### src/rtl/jumpy_hawk_pkg.sv
// Shared definitions for the jumpy hawk game datapath.
//   SCREEN_W / SCREEN_H : visible area of the 160x120 VGA adapter
//   COLOUR_*            : 3-bit adapter colours used by the sprites
//   state_t             : frame sequencer states of sprite_draw_scheduler
package jumpy_hawk_pkg;

  localparam int SCREEN_W = 160;
  localparam int SCREEN_H = 120;

  localparam logic [2:0] COLOUR_BLACK  = 3'b000;
  localparam logic [2:0] COLOUR_GREEN  = 3'b010;
  localparam logic [2:0] COLOUR_YELLOW = 3'b110;

  typedef enum logic [2:0] {
    IDLE,
    LATCH,
    ERASE_BIRD,
    ERASE_WALL,
    DRAW_WALL,
    DRAW_BIRD,
    DONE
  } state_t;

endpackage

### src/rtl/rect_scanner.sv
// Row-major rectangle walker: one pixel coordinate per clock.
// Ports:
//   clock, reset : clock and synchronous active-high reset
//   start        : load base/size and restart at column 0, row 0
//   base_x/base_y: top-left corner of the box
//   w/h          : box size in pixels (both >= 1)
//   px/py        : current pixel, 9 bits wide so off-screen values never wrap
//   last         : current pixel is the final one of the box
// After start, the first pixel is presented in the following cycle and the
// walk advances every clock; the owner reloads it before stepping past last.
module rect_scanner (
  input  logic       clock,
  input  logic       reset,
  input  logic       start,
  input  logic [7:0] base_x,
  input  logic [6:0] base_y,
  input  logic [7:0] w,
  input  logic [7:0] h,
  output logic [8:0] px,
  output logic [8:0] py,
  output logic       last
);

  logic [7:0] bx_q;
  logic [6:0] by_q;
  logic [7:0] w_q;
  logic [7:0] h_q;
  logic [7:0] col_q;
  logic [7:0] row_q;
  logic       row_end;

  assign row_end = (col_q == w_q - 8'd1);

  always_ff @(posedge clock) begin
    if (reset) begin
      bx_q  <= '0;
      by_q  <= '0;
      w_q   <= '0;
      h_q   <= '0;
      col_q <= '0;
      row_q <= '0;
    end else if (start) begin
      bx_q  <= base_x;
      by_q  <= base_y;
      w_q   <= w;
      h_q   <= h;
      col_q <= '0;
      row_q <= '0;
    end else if (row_end) begin
      col_q <= '0;
      row_q <= row_q + 8'd1;
    end else begin
      col_q <= col_q + 8'd1;
    end
  end

  assign px   = {1'b0, bx_q} + {1'b0, col_q};
  assign py   = {2'b00, by_q} + {1'b0, row_q};
  assign last = row_end && (row_q == h_q - 8'd1);

endmodule

### src/rtl/sprite_draw_scheduler.sv
// Per-frame pixel sequencer for the VGA adapter plot port. On frame_tick it
// latches the bird/wall positions, erases last frame's bird and wall in the
// background colour, then draws the wall (gap left unplotted) and the bird on
// top of it. One pixel per clock; off-screen pixels still take their cycle.
// Ports:
//   clock, reset          : clock and synchronous active-high reset
//   frame_tick            : one-cycle frame request
//   bird_x/bird_y         : bird top-left, sampled only in LATCH
//   wall_x/gap_y          : wall left column and gap top row, sampled in LATCH
//   x/y/colour/plot       : registered plot port to the adapter
//   busy                  : high from LATCH through DONE
//   frame_done            : one-cycle pulse in DONE
//   overrun               : one-cycle pulse after a tick that was dropped
//   collision             : bird hit the wall this frame (sticky until LATCH)
//   state_dbg             : current sequencer state
// Build option: SPRITE_DRAW_COLLISION_EN enables the collision detector;
// without it collision is tied low.
// Handshake: none; frame_tick is accepted only in IDLE, any tick seen while
// busy is dropped and reported on overrun, never queued.
module sprite_draw_scheduler
  import jumpy_hawk_pkg::*;
#(
  parameter int         BIRD_W      = 4,
  parameter int         BIRD_H      = 4,
  parameter int         WALL_W      = 6,
  parameter int         GAP_H       = 30,
  parameter logic [2:0] BIRD_COLOUR = COLOUR_YELLOW,
  parameter logic [2:0] WALL_COLOUR = COLOUR_GREEN,
  parameter logic [2:0] BG_COLOUR   = COLOUR_BLACK
) (
  input  logic       clock,
  input  logic       reset,
  input  logic       frame_tick,
  input  logic [7:0] bird_x,
  input  logic [6:0] bird_y,
  input  logic [7:0] wall_x,
  input  logic [6:0] gap_y,
  output logic [7:0] x,
  output logic [6:0] y,
  output logic [2:0] colour,
  output logic       plot,
  output logic       busy,
  output logic       frame_done,
  output logic       overrun,
  output logic       collision,
  output state_t     state_dbg
);

  localparam logic [7:0] BIRD_W8   = 8'(BIRD_W);
  localparam logic [7:0] BIRD_H8   = 8'(BIRD_H);
  localparam logic [7:0] WALL_W8   = 8'(WALL_W);
  localparam logic [7:0] SCREEN_H8 = 8'(SCREEN_H);
  localparam logic [8:0] WALL_W9   = 9'(WALL_W);
  localparam logic [8:0] GAP_H9    = 9'(GAP_H);
  localparam logic [8:0] SCREEN_W9 = 9'(SCREEN_W);
  localparam logic [8:0] SCREEN_H9 = 9'(SCREEN_H);

  state_t     state_q, state_d;
  logic       prev_valid_q;
  logic [7:0] cur_bird_x_q, cur_wall_x_q, prev_wall_x_q;
  logic [6:0] cur_bird_y_q, cur_gap_y_q;

  logic       scan_start;
  logic [7:0] ld_x, ld_w, ld_h;
  logic [6:0] ld_y;
  logic [8:0] px, py;
  logic       scan_last;

  logic       in_phase, on_screen, in_gap;
  logic       pix_plot;
  logic [2:0] pix_colour;
  logic [8:0] gap_lo, gap_hi;

  rect_scanner u_scan (
    .clock  (clock),
    .reset  (reset),
    .start  (scan_start),
    .base_x (ld_x),
    .base_y (ld_y),
    .w      (ld_w),
    .h      (ld_h),
    .px     (px),
    .py     (py),
    .last   (scan_last)
  );

  // Next state, plus the scanner reload for the phase about to begin. The
  // scanner is loaded one cycle ahead so its first pixel is ready on the
  // first cycle of the new phase and phases abut without a bubble.
  always_comb begin
    state_d    = state_q;
    scan_start = 1'b0;
    ld_x       = cur_wall_x_q;
    ld_y       = 7'd0;
    ld_w       = WALL_W8;
    ld_h       = SCREEN_H8;
    case (state_q)
      IDLE: if (frame_tick) state_d = LATCH;
      LATCH: begin
        scan_start = 1'b1;
        if (prev_valid_q) begin
          // cur_* still hold last frame's bird during this cycle
          state_d = ERASE_BIRD;
          ld_x    = cur_bird_x_q;
          ld_y    = cur_bird_y_q;
          ld_w    = BIRD_W8;
          ld_h    = BIRD_H8;
        end else begin
          state_d = DRAW_WALL;
          ld_x    = wall_x;
        end
      end
      ERASE_BIRD: if (scan_last) begin
        state_d    = ERASE_WALL;
        scan_start = 1'b1;
        ld_x       = prev_wall_x_q;
      end
      ERASE_WALL: if (scan_last) begin
        state_d    = DRAW_WALL;
        scan_start = 1'b1;
      end
      DRAW_WALL: if (scan_last) begin
        state_d    = DRAW_BIRD;
        scan_start = 1'b1;
        ld_x       = cur_bird_x_q;
        ld_y       = cur_bird_y_q;
        ld_w       = BIRD_W8;
        ld_h       = BIRD_H8;
      end
      DRAW_BIRD: if (scan_last) state_d = DONE;
      DONE:      state_d = IDLE;
      default:   state_d = IDLE;
    endcase
  end

  assign in_phase  = (state_q == ERASE_BIRD) || (state_q == ERASE_WALL) ||
                     (state_q == DRAW_WALL)  || (state_q == DRAW_BIRD);
  assign on_screen = (px < SCREEN_W9) && (py < SCREEN_H9);
  assign gap_lo    = {2'b00, cur_gap_y_q};
  assign gap_hi    = gap_lo + GAP_H9;
  assign in_gap    = (py >= gap_lo) && (py < gap_hi);

  always_comb begin
    pix_plot   = 1'b0;
    pix_colour = BG_COLOUR;
    case (state_q)
      ERASE_BIRD, ERASE_WALL: pix_plot = on_screen;
      DRAW_WALL: begin
        pix_plot   = on_screen && !in_gap;
        pix_colour = WALL_COLOUR;
      end
      DRAW_BIRD: begin
        pix_plot   = on_screen;
        pix_colour = BIRD_COLOUR;
      end
      default: pix_plot = 1'b0;
    endcase
  end

  always_ff @(posedge clock) begin
    if (reset) begin
      state_q       <= IDLE;
      prev_valid_q  <= 1'b0;
      cur_bird_x_q  <= '0;
      cur_bird_y_q  <= '0;
      cur_wall_x_q  <= '0;
      cur_gap_y_q   <= '0;
      prev_wall_x_q <= '0;
      x             <= '0;
      y             <= '0;
      colour        <= BG_COLOUR;
      plot          <= 1'b0;
      overrun       <= 1'b0;
    end else begin
      state_q <= state_d;
      overrun <= frame_tick && (state_q != IDLE);
      plot    <= pix_plot;
      if (in_phase) begin
        x      <= px[7:0];
        y      <= py[6:0];
        colour <= pix_colour;
      end
      if (state_q == LATCH) begin
        prev_wall_x_q <= cur_wall_x_q;
        cur_bird_x_q  <= bird_x;
        cur_bird_y_q  <= bird_y;
        cur_wall_x_q  <= wall_x;
        cur_gap_y_q   <= gap_y;
        prev_valid_q  <= 1'b1;
      end
    end
  end

  assign busy       = (state_q != IDLE);
  assign frame_done = (state_q == DONE);
  assign state_dbg  = state_q;

`ifdef SPRITE_DRAW_COLLISION_EN
  logic collision_q;
  logic hit;

  // A visible bird pixel inside the wall column but outside the gap.
  assign hit = (state_q == DRAW_BIRD) && on_screen && !in_gap &&
               (px >= {1'b0, cur_wall_x_q}) &&
               (px < ({1'b0, cur_wall_x_q} + WALL_W9));

  always_ff @(posedge clock) begin
    if (reset) begin
      collision_q <= 1'b0;
    end else if (state_q == LATCH) begin
      collision_q <= 1'b0;
    end else if (hit) begin
      collision_q <= 1'b1;
    end
  end

  assign collision = collision_q;
`else
  assign collision = 1'b0;
`endif

endmodule
### config.mk
export PLATFORM = sky130hd
export DESIGN_NAME = sprite_draw_scheduler
export DESIGN_NICKNAME = d
export VERILOG_FILES = /design/src/rtl/jumpy_hawk_pkg.sv /design/src/rtl/rect_scanner.sv /design/src/rtl/sprite_draw_scheduler.sv
export SDC_FILE = /design/constraint.sdc
export NUM_CORES = 1
export LEC_CHECK = 0
export ABC_AREA = 1
export ABC_CLOCK_PERIOD_IN_PS = 3400
export BUFFER_PORTS_ARGS = -buffer_cell sky130_fd_sc_hd__buf_2
export CORE_ASPECT_RATIO = 0.7
export CORE_MARGIN = 4
export CORE_UTILIZATION = 59
export CTS_CLUSTER_DIAMETER = 60
export DETAILED_ROUTE_END_ITERATION = 8
export GPL_ROUTABILITY_DRIVEN = 0
export HOLD_SLACK_MARGIN = 0.15
export PLACE_DENSITY = 0.8
export SLEW_MARGIN = 5
export SYNTH_ARGS = -nofsm -noshare
export SYNTH_HDL_FRONTEND = slang
export SYNTH_SLANG_ARGS = --single-unit
### constraint.sdc
create_clock -name clock -period 3.4 [get_ports clock]
set_input_delay 0.68 -clock clock [delete_from_list [all_inputs] [get_ports clock]]
set_output_delay 0.68 -clock clock [all_outputs]
set_load 0.05 [all_outputs]
==> results of run 1 <==
==> state kept, by name (all words and copies together) (netlist names) <==
name and flops:
state_dbg 3, prev_wall_x_q 8, cur_gap_y_q 7, prev_valid_q 1, cur_bird_y_q 7, cur_wall_x_q 8
plot 1, u_scan.row_q 8, u_scan.col_q 8, y 7, cur_bird_x_q 8, u_scan.h_q 2
colour 2, u_scan.w_q 1, u_scan.bx_q 8, u_scan.by_q 7, overrun 1, x 8
==> worst reg2reg max path: stages (launching register included) <==
cell and delay (ps):
dfxtp_1 380, ha_1 190, inv_1 60, fa_1 410
o21ai_0 390, nand3_1 120, nand2_1 100, xor2_1 320
ha_1 310, nand2_1 90, nor2_1 50, a41oi_1 150
nand3_1 90, nand2_1 70, inv_1 40, nand2_1 60
nand3_1 70, nor2_1 80
==> layer usage <==
layer  GRT usage (%)  wire [um]
met5               0          0
met4            8.54        325
met3            7.31       1370
met2            41.7       5880
met1            35.5       5910
==> cell usage after synthesis <==
cell and count:
clkinv_1 1, a41oi_1 1, o21ai_0 57, nor2_1 45
o22ai_1 1, o21ai_1 8, ha_1 36, nand2_1 182
a21oi_1 70, nor2_2 3, inv_2 5, inv_1 91
buf_2 8, xnor2_1 9, xor2_1 18, fa_1 2
nand4_1 6, conb_1 1, clkbuf_1 10, o22ai_2 1
nand2_2 4, a31oi_1 2, nand3_2 3, dfxtp_1 95
nor3_1 9, o21bai_1 4, buf_4 2, nor4_1 1
o211ai_1 3, o21ba_2 1, nand2_4 5, buf_6 3
nor2_4 2, nand3_1 47
==> stage by stage <==
stage | area, um^2 | hold WS, ps
3_5_place_dp | 5580 | 450
2_1_floorplan | 5230 | 430
4_1_cts | 5900 | 460
5_1_grt | 5900 | 481
3_3_place_gp | 5580 | 442
6_report | 5900 | 455
==> cells by family (layout without fill, tap and decap cells) <==
logic type | after synthesis | in the layout | synth area share, %
buffers and inverters | 120 | 174 | 9.38
XOR/XNOR | 27 | 27 | 4.52
flip-flops | 95 | 95 | 36.4
other | 1 | 2 | 0.0717
adder cells (fa/ha/maj) | 38 | 38 | 9.38
AO/OA/AOI/OAI | 148 | 148 | 14.9
AND/OR/NAND/NOR | 307 | 307 | 25.4
==> worst max path at each step <==
| stage | start | to | slack, ps | depth (start not counted) |
|---|---|---|---|---|
| final | u_scan.row_q[0] | plot | 360 | 17 |
| after global routing | u_scan.row_q[0] | plot | 30 | 17 |
| after CTS | u_scan.row_q[0] | plot | 360 | 17 |
| after detailed placement | u_scan.row_q[0] | plot | 420 | 17 |
| after global placement | u_scan.row_q[0] | plot | 540 | 17 |
| after floorplan | state_dbg[1] | frame_done | 780 | 2 |
==> cells in the final DEF (no fill, tap or decap), types with 2 or more instances in the layout <==
master     count
nand3_1       47
inv_6          3
a31oi_1        2
inv_1         91
o21bai_1       4
nand2_4        5
conb_1         2
nand4_1        6
buf_2         56
inv_2          5
nand2_2        5
o21ai_0       57
nor2_1        45
dfxtp_1       95
o21ai_1        8
buf_4          5
nand2_1      181
nor3_1         9
a21oi_1       70
xor2_1        18
xnor2_1        9
nand3_2        3
clkbuf_16      9
nor2_4         2
o211ai_1       3
nor2_2         3
ha_1          36
bufinv_16      2
fa_1           2
==> area by class of cell <==
class                           count  area, um^2  area share, %
Clock buffer                        9         225           3.82
Clock inverter                      7         100           1.70
Multi-Input combinational cell    522        2840           48.2
Tap cell                          120         150           2.54
Sequential cell                    95        1900           32.2
Inverter                           97         364           6.17
Timing Repair Buffer               61         318           5.38
==> power by group through the flow <==
stage,logic (uW),clock network (uW),registers [uW]
final,2250,1110,1620
after detailed placement,2200,0,1630
after CTS,2220,1120,1610
after floorplan,1410,0,1890
after global routing,2490,1170,1650
after global placement,2120,0,1620
==> results.md, run 1 <==
* CTS tree: built
* Leak pwr at ~0.0028 uW
* Rel. slew slack at approximately 67%
* End of the worst hold path: cur_bird_y_q[2]
* Sequential share of the synthesized area at 36.4%
* Crit path kind: flip-flop to flip-flop
* Cell Chain, Critical Path: ha_1, inv_1, fa_1, o21ai_0, nand3_1, nand2_1, xor2_1, ha_1, nand2_1, nor2_1, a41oi_1, nand3_1, nand2_1, inv_1, nand2_1, nand3_1, nor2_1
* Synthesized instance count at 736
* DP Wirelength at 9930 um
* Post-CTS setup buffers at 0
* Pre-CTS setup slack at between 400 and 500 ps
* CTS H-tree lvls at 3
* Fin. max-slew vios at 0
* Synthesized area at roughly 5200 um^2
* Fin Setup TNS at 0 ps
* # DRC at 0
* DR vias at approximately 5.1k
* Initial Util at around three fifths
* Buf+Inv Stages, Crit Path at 2
* Core area at approximately 8500 um^2
* Routed WL at about 13000 um
* First-pass GRT wire length at 22200 um
* Skew final at 8.03 ps
* Worst EP required at roughly 3700 ps
* Pint at 2710 uW
* Clock Path Buffers at 2
* Slew @ Worst Pin at ~490 ps
* R2r setup slk at ~360 ps
* Synthesis-stage register bit count at 95
* Post-CTS Resized at 0
* I/O pin cnt at slightly below 60
* Die area at about 10000 um^2
* Total CTS buffers at 9
* Overall Global Routing Usage at 26.5%
* Slowest cell on the critical path: fa_1
* Seq pwr share at between 30% and 40%
* Setup crit end kind: flip-flop
* Crit path top cell by count: nand2_1
* Reg2Reg Capture Point: plot
* Share of the synthesized area in the top cell type at 36.4%
* Switching part of the total power at about 46%
* Worst reg2reg path startpoint: u_scan.row_q[0]
* HP Class: flip-flop to flip-flop
* # diodes at 0
* RSZ-0062 raised after global routing: no
* Worst path top cell family by delay: adder cells
* Combinational Power Share at ~45%
* Initial antenna violation count at 0
* Clock Pin Slew Worst Setup and Hold Paths at ~70 ps
* Fin nets at between 800 and 900
* Total net switching power at 2260 uW
* Vias in the first global route at 4691
* Drt pass-1 iters at 6
* Library cells used by synthesis at 34
* Critical path startpoint category: flip-flop
* Clock Sink Count at 95
* Fmax at about 330 MHz
* Final period utilization at about nine tenths
* R2R depth at 17
* Final worst setup slack at around 360 ps
* Grt total ovfl at 0
* Placed instance count at 895
* Final setup violating endpoints at 0
* Fillers at between 700 and 800
* Clock power share at 22.2%
* Main area contributors after synthesis: dfxtp_1, nand2_1, ha_1
* Die X at between 100 and 150 um
* Peak VDD IR at roughly 0.00051 V
* Clk Latency, worst-skew pair at 350 ps
* Row count at 28
* PwrDens at about 840 nW/um^2
* Power Total at around 5000 uW
* Min Tclk post-route at just over 3000 ps
* Largest net degree at the start of global routing at 49
* Area growth, synth to finish at 12.9%
* Die extent in y at 86.8 um
* WL/cell at around 15 um
* WHS Path Cells at 2
* Post-route ant nets at 0
* Status: complete, no violations
* DRT iter0 DRCs at 480
* Drt via density at ~5.6
* PortBufs at 56
* Avg Synthesized Cell Area at about 7.1 um^2
* MaxCap Viol Count at 0
* Layout cells sized above 1 at roughly 13%
* Max FO, Critical Path at 4
* WP data arrival at ~3300 ps
* Endpoints failing hold at 0
* Max incr delay on CP at 410 ps
* Hold Startpoint: cur_bird_y_q[2]
* Cts hold-fix bufs at 0
* Synthesis Warnings at 0
* Root buffer cell: clkbuf_16
* Final core occ at ~70%
* Final cell count without fillers at slightly above 900
* Area leader, netlist: dfxtp_1
Note: power is estimated with default switching activity, not from simulation.
==> inputs of run 2 (changes only) <==
ABC_CLOCK_PERIOD_IN_PS = 3700   (was 3400)
CELL_PAD_IN_SITES_DETAIL_PLACEMENT = 0   (was not set)
CELL_PAD_IN_SITES_GLOBAL_PLACEMENT = 1   (was not set)
CORE_UTILIZATION = 46   (was 59)
CTS_CLUSTER_DIAMETER = 40   (was 60)
PLACE_DENSITY = 0.86   (was 0.8)
clock period = 3.7 ns   (was 3.4 ns; I/O delays follow)
==> results.md, run 2 (same netlist as run 1, synthesis figures left out) <==
* Fmax at 327 MHz (-0.62%)
* Fillers at 1117 (+53%)
* Sequential Area at 1900 um^2 (unchanged)
* HP Class: flip-flop to flip-flop
* Min Tclk post-route at 3060 ps (+18.8 ps)
* Max incr delay on CP at 420 ps (about the same)
* Max FO, Critical Path at 4 (unchanged)
* Fin Setup TNS at 0 ps (unchanged)
* Clock power share at 20.4% (-1.8 points)
* Root buffer cell: clkbuf_16
* DR vias at 4835 (-4.9%)
* Setup crit end kind: flip-flop
* DP Wirelength at 10400 um (+5.0%)
* First-pass GRT wire length at 22500 um (+1.2%)
* Final period utilization at 82.7% (-6.7 points)
* R2r setup slk at 640 ps (+280 ps)
* Drt pass-1 iters at 5 (-1)
* PortBufs at 56 (unchanged)
* Initial Util at 47.3% (-14 points)
* Critical path startpoint category: flip-flop
* Clock Path Buffers at 2 (unchanged)
* Cts hold-fix bufs at 0 (unchanged)
* Row count at 32 (+14%)
* Final worst setup slack at 639 ps (+281 ps)
* RSZ-0062 raised after global routing: no
* Total net switching power at 2080 uW (-8.2%)
* MaxCap Viol Count at 0 (unchanged)
* Core area at 11100 um^2 (+29%)
* Area growth, synth to finish at 13.0%
* DRT iter0 DRCs at 336 (-30%)
* Vias in the first global route at 4405 (-6.1%)
* Peak VDD IR at 0.000416 V (-18%)
* Grt total ovfl at 0 (unchanged)
* Post-route ant nets at 0 (unchanged)
* Crit path kind: flip-flop to flip-flop
* Most frequent cells in the layout: nand2_1, dfxtp_1, inv_1
* Routed WL at 13800 um (+2.3%)
* Fin nets at 857 (unchanged)
* Area of the multi-input gates at 2840 um^2 (unchanged)
* Post-CTS setup buffers at 0 (unchanged)
* Fin. max-slew vios at 0 (unchanged)
* Slowest cell on the critical path: o21ai_0
* Overall Global Routing Usage at 21.3% (-5.2 points)
* # DRC at 0 (unchanged)
* Initial antenna violation count at 0 (unchanged)
* PwrDens at 753 nW/um^2 (-11%)
* Pint at 2370 uW (-12%)
* CTS H-tree lvls at 3 (unchanged)
* Crit path top cell by count: nand2_1
* Die area at 13200 um^2 (+26%)
* Combinational Power Share at 46.2% (+1.0 points)
* Die extent in y at 97.2 um (+12%)
* Drt via density at 5.12 (-8.2%)
* Total CTS buffers at 9 (unchanged)
* Layout cells sized above 1 at 12.9% (unchanged)
* Slew @ Worst Pin at 550 ps (+61.8 ps)
* Most common cell after layout, fill and taps aside: nand2_1
* Leak pwr at 0.00279 uW (-0.64%)
* Endpoints failing hold at 0 (unchanged)
* CTS tree: built
* Worst EP required at 3980 ps (+300 ps)
* Largest net degree at the start of global routing at 40 (-18%)
* Rel. slew slack at 63.2% (-3.9 points)
* Clock Pin Slew Worst Setup and Hold Paths at 70 ps (about the same)
* Switching part of the total power at 46.7% (+1.2 points)
* WL/cell at 14.6 um (-1.3%)
* Skew final at 11.2 ps (+3.17 ps)
* Cell Chain, Critical Path: ha_1, inv_1, fa_1, o21ai_0, nand3_1, nand2_1, xor2_1, ha_1, nand2_1, nor2_1, a41oi_1, nand3_1, nand2_1, inv_1, nand2_1, nand3_1, nor2_1
* I/O pin cnt at 59 (unchanged)
* WP data arrival at 3340 ps (+20 ps)
* Clock Sink Count at 95 (unchanged)
* Pre-CTS setup slack at 696 ps (+276 ps)
* # diodes at 0 (unchanged)
* Clk Latency, worst-skew pair at 350 ps (about the same)
* Final setup violating endpoints at 0 (unchanged)
* Status: complete, no violations
* Seq pwr share at 33.3% (+0.7 points)
* Die X at 135 um (+12%)
* Post-CTS Resized at 0 (unchanged)
-- run 2: stage by stage --
step	utilization, %	total power [uW]	hold slack (ps)	std cells	instance area [um^2]
5_1_grt	53.5	4800	472	944	5910
4_1_cts	53.5	4470	459	944	5910
6_report	53.5	4450	453	944	5910
2_1_floorplan	-	3030	430	737	5230
3_3_place_gp	50.8	3490	443	928	5620
3_5_place_dp	50.8	3550	449	928	5620
-- run 2: per-layer routing --
layer	GRT usage [%]	wire length (um)	vias to the layer above
met3	4.76	1000	10
met2	30.1	5590	142
met1	33.0	7090	2213
li1	-	-	2470
met4	4.34	112	0
met5	0	0	-
-- run 2: cell type report --
| cell class | count | area share, % |
|---|---|---|
| repair buffers | 61 | 5.38 |
| multi-input cells | 522 | 48.1 |
| inverters | 97 | 6.16 |
| clock buffers | 10 | 4.04 |
| well taps | 153 | 3.24 |
| clock inverters | 6 | 0.889 |
| flip-flops and latches | 95 | 32.2 |
-- run 2: power by group through the flow --
stage	logic, uW	clock network (uW)	registers, uW
floorplan	1290	0	1740
global placement	2000	0	1490
detailed placement	2050	0	1500
CTS	2060	933	1480
global route	2300	977	1520
finish	2060	910	1480
-- run 2: critical path, delay by kind of cell (launching register included) --
kind | cells | cell delay, ps
xor+xnor | 1 | 320
buf+inv | 2 | 90
flops | 1 | 380
simple gates | 9 | 710
fa+ha+maj | 3 | 900
compound gates | 2 | 580
-- run 2: path summary, 6_finish.rpt --
kind	start	to	depth (start not counted)
max	u_scan.row_q[0]	plot	17
min	cur_bird_y_q[6]	cur_bird_y_q[6]	2
max reg2reg	u_scan.row_q[0]	plot	17
min reg2reg	cur_bird_y_q[6]	cur_bird_y_q[6]	2
